$ cat config.mk
export PLATFORM = sky130hd
export DESIGN_NAME = regfile_wb_arbiter
export DESIGN_NICKNAME = d
export VERILOG_FILES = /design/src/rtl/regfile_wb_arbiter.sv
export SDC_FILE = /design/constraint.sdc
export NUM_CORES = 1
export LEC_CHECK = 0
export BUFFER_PORTS_ARGS = -buffer_cell sky130_fd_sc_hd__buf_2
export CAP_MARGIN = 15
export CELL_PAD_IN_SITES_DETAIL_PLACEMENT = 1
export CELL_PAD_IN_SITES_GLOBAL_PLACEMENT = 2
export CORE_UTILIZATION = 40
export DETAILED_ROUTE_END_ITERATION = 7
export PLACE_DENSITY = 0.94
export SLEW_MARGIN = 15
export SYNTH_ARGS = -nofsm -noshare
export SYNTH_HDL_FRONTEND = slang
export SYNTH_SLANG_ARGS = --single-unit
$ cat constraint.sdc
create_clock -name clk -period 9.6 [get_ports clk]
set_clock_uncertainty 0.2 [all_clocks]
set_input_delay 0.48 -clock clk [delete_from_list [all_inputs] [get_ports clk]]
set_output_delay 0.48 -clock clk [all_outputs]
set_load 0.02 [all_outputs]
$ cat src/rtl/regfile_wb_arbiter.sv
// Write-back arbiter sharing the register file write port between the ALU
// path (A) and the load path (M). Each requester owns a DEPTH-entry FIFO; one
// head is granted per cycle into registered write-port outputs.
// Optional feature macro: WB_ARB_ROUND_ROBIN_EN (round-robin on contention);
// when undefined, M has fixed priority over A.
module regfile_wb_arbiter #(
  parameter int unsigned DEPTH = 2
) (
  input  logic        clk,
  input  logic        reset,
  input  logic        a_valid,
  output logic        a_ready,
  input  logic [4:0]  a_rd,
  input  logic [31:0] a_data,
  input  logic        m_valid,
  output logic        m_ready,
  input  logic [4:0]  m_rd,
  input  logic [31:0] m_data,
  output logic [4:0]  Write_Reg_Num,
  output logic [31:0] WriteData,
  output logic        RegWrite,
  output logic        flag,
  output logic [31:0] busy_mask
);

  localparam int unsigned PW = (DEPTH > 1) ? $clog2(DEPTH) : 1;
  localparam int unsigned CW = PW + 1;
  localparam logic [CW-1:0] FullCnt = CW'(DEPTH);

  // Requester index 0 is A, 1 is M.
  logic [1:0]    req_valid;
  logic [4:0]    req_rd   [2];
  logic [31:0]   req_data [2];

  logic [4:0]    fifo_rd_q   [2][DEPTH];
  logic [31:0]   fifo_data_q [2][DEPTH];
  logic [PW-1:0] head_q [2];
  logic [PW-1:0] head_d [2];
  logic [PW-1:0] tail   [2];
  logic [CW-1:0] cnt_q  [2];
  logic [CW-1:0] cnt_d  [2];

  logic [1:0]    ready;
  logic [1:0]    store;
  logic [1:0]    nonempty;
  logic [1:0]    grant;
  logic          sel;
  logic [4:0]    head_rd;
  logic [31:0]   head_data;

`ifdef WB_ARB_ROUND_ROBIN_EN
  logic          last_grant_q;  // 0 = A, 1 = M
`endif

  assign req_valid   = {m_valid, a_valid};
  assign req_rd[0]   = a_rd;
  assign req_rd[1]   = m_rd;
  assign req_data[0] = a_data;
  assign req_data[1] = m_data;

  assign a_ready = ready[0];
  assign m_ready = ready[1];

  // Readiness from pre-edge count only; held low while reset is asserted.
  always_comb begin
    ready    = 2'b00;
    store    = 2'b00;
    nonempty = 2'b00;
    for (int i = 0; i < 2; i++) begin
      ready[i]    = !reset && (cnt_q[i] != FullCnt);
      // x0 writes complete the handshake but are dropped.
      store[i]    = req_valid[i] && ready[i] && (req_rd[i] != 5'd0);
      nonempty[i] = (cnt_q[i] != '0);
    end
  end

  // Grant selection over the FIFO heads.
  always_comb begin
    grant = nonempty;
    if (nonempty == 2'b11) begin
`ifdef WB_ARB_ROUND_ROBIN_EN
      grant = last_grant_q ? 2'b01 : 2'b10;
`else
      grant = 2'b10;
`endif
    end
  end

  assign sel       = grant[1];
  assign head_rd   = fifo_rd_q[sel][head_q[sel]];
  assign head_data = fifo_data_q[sel][head_q[sel]];

  // FIFO pointer and count next-state; push and pop on the same edge cancel.
  always_comb begin
    for (int i = 0; i < 2; i++) begin
      tail[i]   = head_q[i] + cnt_q[i][PW-1:0];
      head_d[i] = head_q[i] + PW'(grant[i]);
      cnt_d[i]  = cnt_q[i] + CW'(store[i]) - CW'(grant[i]);
    end
  end

  // FIFO storage and pointers.
  always_ff @(posedge clk or posedge reset) begin
    if (reset) begin
      for (int i = 0; i < 2; i++) begin
        head_q[i] <= '0;
        cnt_q[i]  <= '0;
        for (int k = 0; k < DEPTH; k++) begin
          fifo_rd_q[i][k]   <= '0;
          fifo_data_q[i][k] <= '0;
        end
      end
    end else begin
      for (int i = 0; i < 2; i++) begin
        head_q[i] <= head_d[i];
        cnt_q[i]  <= cnt_d[i];
        if (store[i]) begin
          fifo_rd_q[i][tail[i]]   <= req_rd[i];
          fifo_data_q[i][tail[i]] <= req_data[i];
        end
      end
    end
  end

  // Registered write port; address and data hold when nothing is granted.
  always_ff @(posedge clk or posedge reset) begin
    if (reset) begin
      Write_Reg_Num <= '0;
      WriteData     <= '0;
      RegWrite      <= 1'b0;
      flag          <= 1'b0;
    end else begin
      RegWrite <= |grant;
      flag     <= |grant;
      if (|grant) begin
        Write_Reg_Num <= head_rd;
        WriteData     <= head_data;
      end
    end
  end

`ifdef WB_ARB_ROUND_ROBIN_EN
  // Remember the last granted requester for the contention tie-break.
  always_ff @(posedge clk or posedge reset) begin
    if (reset) begin
      last_grant_q <= 1'b0;
    end else if (|grant) begin
      last_grant_q <= sel;
    end
  end
`endif

  // Pending-write mask over every live entry of both FIFOs.
  always_comb begin
    busy_mask = '0;
    for (int i = 0; i < 2; i++) begin
      for (int k = 0; k < DEPTH; k++) begin
        if (CW'(k) < cnt_q[i]) begin
          busy_mask = busy_mask | (32'd1 << fifo_rd_q[i][head_q[i] + PW'(k)]);
        end
      end
    end
  end

endmodule

# After elaboration in Yosys (flattened, before gate mapping)

Cells that the tools add are included.

Bits in registers: 192
Output and inout bits: 73
Word-level logic and storage cells: 115

Add/subtract/negate cells: 10
$lt $le $gt $ge: 14
Equal/unequal tests: 3
Shifts and indexed selects: 4
Multiplexer cells: 44
Bitwise gates (word level): 11
Reductions and logical operators: 14

Operators by type and width:

| operator                                                  | count |
|---|---|
| 2-to-1 mux 32 bit                                         | 9 |
| 2-to-1 mux 64 bit                                         | 3 |
| bitwise mux 64 bit                                        | 2 |
| left shift 1 x 5 -> 32 bit (first input constant)         | 4 |
| bitwise OR 32 bit                                         | 3 |
| 2-to-1 mux 5 bit                                          | 17 |
| demux 32 bit (select 1 bit)                               | 2 |
| 2-to-1 mux 10 bit                                         | 3 |
| bitwise mux 10 bit                                        | 2 |
| greater-or-equal comparator 2 bit (second input constant) | 8 |
| inverter 1 -> 2 bit                                       | 8 |
| demux 5 bit (select 1 bit)                                | 2 |
| nonzero test 5 bit                                        | 2 |
| logical AND 1 bit                                         | 8 |
| < comparator 1 x 2 -> 1 bit (first input constant)        | 4 |
| adder 1 bit                                               | 4 |
| adder 2 x 1 -> 2 bit                                      | 2 |
| < comparator 2 x 1 -> 1 bit (second input constant)       | 2 |
| inequality test 2 bit (second input constant)             | 2 |
| nonzero test 2 bit                                        | 2 |
| subtractor 2 x 1 -> 2 bit                                 | 2 |
| 2-to-1 mux 1 bit                                          | 3 |
| adder 1 bit (second input constant)                       | 2 |
| == test 2 bit (second input constant)                     | 1 |
| 3 further kinds                                           | 3 |

# Logic depth before layout (Yosys ltp)

Gate-level depths: netlist (run 1).

Depth after elaboration: 12
Mapped depth: 11
Depth with buffers taken out: 8

# Worst setup path before layout (run 1)

No wires, ideal clock.

Path kind: input to register
From: input reset
To: register cnt_q[3] (netlist name)
Setup time: 0.123 ns
Data arrival time: 6.695 ns
Required time: 9.277 ns
Slack: 2.582 ns
Stages on the path: 8
Path through: inv_1 > o211ai_1 > or2_2 > ha_1 > inv_1 > ha_1 > xnor2_1 > xnor2_1

RTL lines:

| what                          | RTL line | source |
|---|---|---|
| start, declared               | 10       | `input logic reset,` |
| end signal, assigned by index | 116      | `cnt_q[i] <= cnt_d[i];` |
| end, declared                 | 40       | `logic [CW-1:0] cnt_q [2];` |

# Worst setup path in the final report (run 1)

From: register head_q[1] (netlist name)
To: output busy_mask[7]

Word-level cells in the longest chain between the ends: 12
Elaborated cells between the ends (all ways): 18
Classes of those cells: add/sub (1); shift (2); mux (10); bitwise (5)

RTL lines:

| what                                                                                        | RTL line | source |
|---|---|---|
| start, declared                                                                             | 37       | `logic [PW-1:0] head_q [2];` |
| start signal, assigned by index                                                             | 115      | `head_q[i] <= head_d[i];` |
| adder 1 bit / inverter 1 -> 2 bit (equally long branches)                                   | 159      | `busy_mask = busy_mask \| (32'd1 << fifo_rd_q[i][head_q[i] + PW'(k)]);` |
| inverter 1 -> 2 bit (implied by the code) / 2-to-1 mux 5 bit (equally long branches)        | 159      |  |
| 2-to-1 mux 5 bit (implied by the code) (2 in series)                                        | 159      |  |
| 2-to-1 mux 5 bit (implied by the code) / left shift 1 x 5 -> 32 bit (equally long branches) | 159      |  |
| left shift 1 x 5 -> 32 bit / 2-to-1 mux 32 bit (equally long branches)                      | 159, 158 |  |
| bitwise OR 32 bit                                                                           | 159      |  |
| 2-to-1 mux 32 bit *                                                                         | 158      | `if (CW'(k) < cnt_q[i]) begin` |
| bitwise OR 32 bit                                                                           | 159      |  |
| 2-to-1 mux 32 bit *                                                                         | 158      |  |
| bitwise OR 32 bit                                                                           | 159      |  |
| 2-to-1 mux 32 bit *                                                                         | 158      |  |
| end, declared                                                                               | 23       | `output logic [31:0] busy_mask` |

Every way passes the cells marked *; elsewhere a longest branch is shown, timed or not. The select of a mux whose other input is x is not followed.

==> results of run 1 <==
## state kept, by name, indices dropped and copies added (netlist names)
register,cells
flag,1
cnt_q,4
WriteData,32
head_q,2
fifo_rd_q,20
Write_Reg_Num,5
fifo_data_q,128
## layout by cell type (no fill, tap or decap), types with 15 or more instances in the layout
| cell type | instances |
|---|---|
| nor3_1 | 20 |
| mux2_4 | 60 |
| nand3b_1 | 22 |
| nor3b_1 | 19 |
| mux2_2 | 90 |
| and3_1 | 37 |
| o21ai_0 | 15 |
| o31ai_1 | 43 |
| and2_1 | 34 |
| inv_1 | 15 |
| buf_2 | 150 |
| nand3_1 | 31 |
| nand2_1 | 131 |
| nor2_1 | 21 |
| a211oi_1 | 37 |
| clkbuf_16 | 17 |
| dfrtp_1 | 190 |
## worst register-to-register path, stage by stage, from the launching register on
cell	delay, ns
dfrtp_1	0.52
nor2_4	0.15
buf_4	0.68
mux2i_4	0.86
buf_4	0.55
a211oi_1	0.17
o31ai_1	0.33
## stage by stage
step | setup slack [ns] | util, %
after global placement | 6.209 | 44.33
after global routing | 5.511 | 46.71
after floorplan | 2.582 | -
after detailed placement | 6.092 | 44.33
final | 5.724 | 46.73
after CTS | 5.779 | 46.71
## final cells by class
cell class	instances	area, sq um	area share (%)
multi-input cells	725	5545	45.03
clock buffers	20	456.7	3.709
inverters	19	78.83	0.6401
flip-flops and latches	192	4807	39.04
diodes	2	5.005	0.04064
well taps	335	419.2	3.404
repair buffers	162	843.3	6.848
clock inverters	9	158.9	1.290
## power by group
group	switching (uW)	leakage (uW)	internal [uW]
Clock	302	0.000298	447
Combinational	1450	0.00272	1110
Sequential	465	0.00228	1240
## synth_stat cells (15+ instances only)
cell type | count | area share (%)
dfrtp_1 | 192 | 44
buf_2 | 23 | 1.1
nor2_1 | 22 | 0.76
nand2_1 | 131 | 4.5
nand3b_1 | 22 | 1.5
and2_1 | 34 | 2.0
nor3_1 | 20 | 0.92
mux2_4 | 60 | 8.3
clkbuf_1 | 37 | 1.3
a211oi_1 | 37 | 2.6
inv_1 | 16 | 0.55
nand3_1 | 31 | 1.4
o31ai_1 | 43 | 3.0
mux2_2 | 90 | 9.3
nor3b_1 | 19 | 1.3
and3_1 | 37 | 2.1
o21ai_0 | 15 | 0.69
## worst max path at each step
stage	startpoint	end	slack, ns	depth (start not counted)
detailed placement	cnt_q[1]	WriteData[29]	6.09	6
floorplan	reset	cnt_q[3]	2.58	8
CTS	head_q[1]	busy_mask[1]	5.78	5
global route	head_q[1]	busy_mask[7]	5.51	5
global placement	cnt_q[1]	WriteData[27]	6.21	6
finish	head_q[1]	busy_mask[7]	5.72	5
## what timing repair did
item                                   CTS  global route
setup endpoints to repair                0             0
endpoints found under the hold margin   46             0
hold buffers                             1             0
## routing by layer
| layer | GRT usage [%] | share of wire [%] | vias to the layer above |
|---|---|---|---|
| met5 | 0 | 0.22 | - |
| met4 | 8.132 | 2.2 | 12 |
| met3 | 4.587 | 5.6 | 57 |
| met2 | 40.02 | 49 | 265 |
| met1 | 31.00 | 43 | 4370 |
| li1 | - | - | 3922 |
## cell families after synthesis
family	synth area share (%)
xor gates and xnor gates	0.6446
AOI/OAI and AO/OA	13.44
and+or+nand+nor	17.75
DFF	44.20
adders and majority gates	0.4604
muxes	18.37
buffers and inverters	5.133
==> results.yml, run 1 <==
outcome:
  status: "completed"
die:
  die_w_um: 166.9
  coreArea_sq_um: 26350
  dieArea_sq_um: 27840
  chipHeight_um: 166.9
  start_util_pct: 41.25
  rows: 59
  boundaryPins: 151
detailed_routing:
  drt_drc_violations_left: 0
  via_per_inst: 5.892
  wl_mm: 32.43
  vias: 8626
  drt_iter0_drc: 675
  routedWlPerCell_um: 22.15
  antenna_left: 0
  drt-pass1-iter-count: 5
pwr:
  powerDensity_nw_per_um2: 407.4
  ir_drop_v: 0.0001708
  power.static_leakage_uw: 0.005292
  p_total_uw: 5017
hold_path:
  hold_end: "fifo_data_q[42]"
  min-delay-start: "m_data[10]"
  hold_depth: 2
  hold_path.class: "in -> reg"
logic_synthesis:
  synth-edff-count: 0
  yosys_register_bits: 192
  async_flop_share_pct: 100.0
  postSynthAreaPerCell_sq_um: 10.68
  syn-cell-area_sq_um: 10870
  synthesis.instances: 1018
  yosysUniqueCellTypes: 62
  ys.flop_type: "dfrtp_1"
  ys_seq_area_share_pct: 44.20
  synth_nets: 1100
  ys.warnings.count: 0
finish:
  fin_nets: 1199
  fillers: 2905
  syn2layout_area_growth_pct: 13.28
  final_area_sq_um: 12310
  fin_cells: 1464
  drive_above_1_share_pct: 32.39
worst_setup_path:
  critPathRequiredTime_ns: 8.92
  rrSetupSlack_ns: 6.04
  crit_family: "flip-flops"
  crit_type: "reg -> out"
  max_stage_delay_ns: 1.08
  critical_path_arrival_ns: 3.20
  reg2reg_from: "cnt_q[1]"
  cp-end-kind: "output port"
  critPathLaunchType: "flip-flop"
  cp.buffers_inverters: 1
  slowest_stage: "dfrtp_2"
  reg2reg_depth: 6
  cp_cell_sequence: "mux2_2 -> nor2_1 -> a32oi_1 -> o311ai_0 -> buf_2"
  crit_fanout: 65
  reg2reg_to: "WriteData[25]"
cts:
  clkTransAtPathRegs_ns: 0.07
  post_cts_buffers: 0
  cts_tree: "built"
  numCtsBuffers: 17
  h-tree-depth: 4
  cts_sinks: 192
  clkLatencyLatePin_ns: 0.43
  cts-root-buf: "clkbuf_16"
  cts_buffer_depth: 2
  ctsResizeCount: 0
timing:
  maxSlewViolCount: 0
  hold_viol: 0
  slew-limit-headroom_pct: 28.45
  hold_ws_ns: 0.09033
  tightest_slew_ns: 1.073
  setup_tns_ns: 0
  setup_viol: 0
  rsz0062_at_grt: "no"
  max_clock_freq_ghz: 0.2580
  period_needed_ns: 3.876
  fin_crit_sh_pct: 40.37
placed_design:
  dp.cells: 1432
  gp_congestion: 0.9756
  dpl_cell_area_sq_um: 11680
  port-buffer-count: 150
  post-dp-hpwl_mm: 22.08
global_routing:
  grt_overflow: 0
  grt_max_degree: 79
  grt_first_pass_wirelength_mm: 52.21
  antenna_found_initial: 7
  grt_usage_pct: 23.94
  grt_pass1_vias: 8956
flow_run:
  maxCapViolations: 0
No activity file was read; power rests on OpenSTA's default activity.
==> run 2, diff against run 1 <==
Settings changed: CORE_UTILIZATION 40 to 34, PLACE_DENSITY 0.94 to 0.86.
Clock period 9.6 ns to 3.37 ns, I/O delays scaled along.
==> run 2 against run 1 <==
  * Core utilization down 4.3 points
  * Critical endpoint is now busy_mask[8]
  * First-iteration DRC count down 18%
  * Largest cell class unchanged
  * Setup slack worse by 5.6 ns
  * Combinational power rose to 3.1 times the previous value
  * Highest routed layer is now met4
  * Critical path type unchanged
==> results.yml, run 2 (synthesis results as in run 1) <==
cts:
  clkLatencyLatePin_ns: 0.45
  cts_buffer_depth: 2
  cts-root-buf: "clkbuf_16"
  clkTransAtPathRegs_ns: 0.07
  cts_tree: "built"
  h-tree-depth: 4
  ctsResizeCount: 0
  numCtsBuffers: 17
  cts_sinks: 192
worst_setup_path:
  crit_family: "flip-flops"
  critPathRequiredTime_ns: 3.00
  critPathLaunchType: "flip-flop"
  crit_fanout: 42
  rrSetupSlack_ns: 0.65
  max_stage_delay_ns: 0.83
  cp-end-kind: "output port"
  crit_type: "reg -> out"
  cp.buffers_inverters: 2
  cp_cell_sequence: "buf_4 -> nor3_1 -> a21o_1 -> and3_1 -> or4_1 -> buf_2"
  reg2reg_depth: 5
  critical_path_arrival_ns: 2.84
  slowest_stage: "dfrtp_2"
  reg2reg_from: "head_q[1]"
  reg2reg_to: "WriteData[30]"
timing:
  tightest_slew_ns: 0.9905
  slew-limit-headroom_pct: 33.97
  hold_viol: 0
  period_needed_ns: 3.210
  rsz0062_at_grt: "no"
  maxSlewViolCount: 0
  setup_viol: 0
  max_clock_freq_ghz: 0.3115
  fin_crit_sh_pct: 95.26
  hold_ws_ns: 0.2260
  setup_ws_ns: 0.1598
die:
  rows: 65
  chipHeight_um: 180.8
  dieArea_sq_um: 32690
  boundaryPins: 151
  start_util_pct: 34.54
  coreArea_sq_um: 31470
  die_w_um: 180.8
outcome:
  status: "completed"
finish:
  largest_register_ffs: 128
  diodes: 0
  top_register: "fifo_data_q"
  layout_common_cells: "dfrtp_1, buf_2, nand2_1"
  fin_nets: 1288
  top_regs: "fifo_data_q x128, WriteData x32, fifo_rd_q x20"
  syn2layout_area_growth_pct: 22.84
  fillers: 3458
  drive_above_1_share_pct: 32.16
  final_common_cell: "dfrtp_1"
hold_path:
  hold_end: "fifo_rd_q[5]"
  hold_depth: 4
  hold_path.class: "in -> reg"
  min-delay-start: "m_valid"
global_routing:
  grt_most_used_layer: "met2"
  grt_first_pass_wirelength_mm: 56.06
  grt_overflow: 0
  grt_pass1_vias: 9625
  antenna_found_initial: 0
  grt_max_degree: 78
  grtUsageMet3_pct: 4.394
  grt_usage_pct: 21.90
  use_met1_pct: 27.49
  grt_util_met2_pct: 37.79
detailed_routing:
  antenna_left: 0
  vias: 9032
  drt_iter0_drc: 555
  drt-pass1-iter-count: 5
  routedWlPerCell_um: 21.46
  wl_mm: 34.78
  via_per_inst: 5.572
  drt_drc_violations_left: 0
placed_design:
  port-buffer-count: 150
  post-dp-hpwl_mm: 22.95
  dp_slack_ns: 0.7064
  gp_congestion: 0.9018
pwr:
  ir_drop_v: 0.0005248
  power.static_leakage_uw: 0.005684
  powerDensity_nw_per_um2: 1095
flow_run:
  maxCapViolations: 0
-- run 2: layout make-up --
type	instances	area [sq um]	area share (%)
clock buffers	18	429.2	3.214
flip-flops and latches	192	4807	36.00
well taps	402	503.0	3.767
multi-input cells	725	5615	42.05
repair buffers	251	1772	13.27
clock inverters	14	151.4	1.134
inverters	19	75.07	0.5622
-- run 2: repair_timing --
item / in CTS / in global routing
buffers inserted: 0 / 0
hold endpoints to repair: 263 / 0
hold buffers: 75 / 0
-- run 2: worst min-delay path, cell delays in order --
cell      delay, ns
buf_2          0.10
o211ai_1       0.23
nor3b_4        0.14
mux2_4         0.20
-- run 2: power breakdown --
| group | total, uW | internal, uW | switching [uW] |
|---|---|---|---|
| logic | 7880 | 3460 | 4420 |
| clock network | 2030 | 1050 | 976 |
| registers | 4720 | 3530 | 1190 |
-- run 2: worst max-delay path by stage --
stage	start	to	slack, ns	cells after the start
finish	head_q[1]	busy_mask[8]	0.16	6
global route	head_q[1]	busy_mask[18]	0.02	6
CTS	head_q[1]	busy_mask[8]	0.22	6
detailed placement	head_q[1]	busy_mask[8]	0.71	6
global placement	head_q[0]	busy_mask[8]	0.70	6
floorplan	reset	cnt_q[3]	-1.52	8
-- run 2: per-layer routing --
| metal | wire, um | part of all wire, % |
|---|---|---|
| met4 | 712 | 2.0 |
| met5 | 0 | 0 |
| met3 | 1753 | 5.0 |
| met2 | 17170 | 49 |
| met1 | 15150 | 44 |
-- run 2: stage by stage --
stage               power (uW)  setup TNS (ns)  instance area [sq um]  utilization [%]  cells
floorplan                10100         -206.96                  10980                -   1018
global placement         12250               0                  12020            38.20   1514
detailed placement       12450               0                  12020            38.20   1514
CTS                      14610               0                  13350            42.43   1621
global route             15600               0                  13350            42.43   1621
finish                   14630               0                  13350            42.43   1621
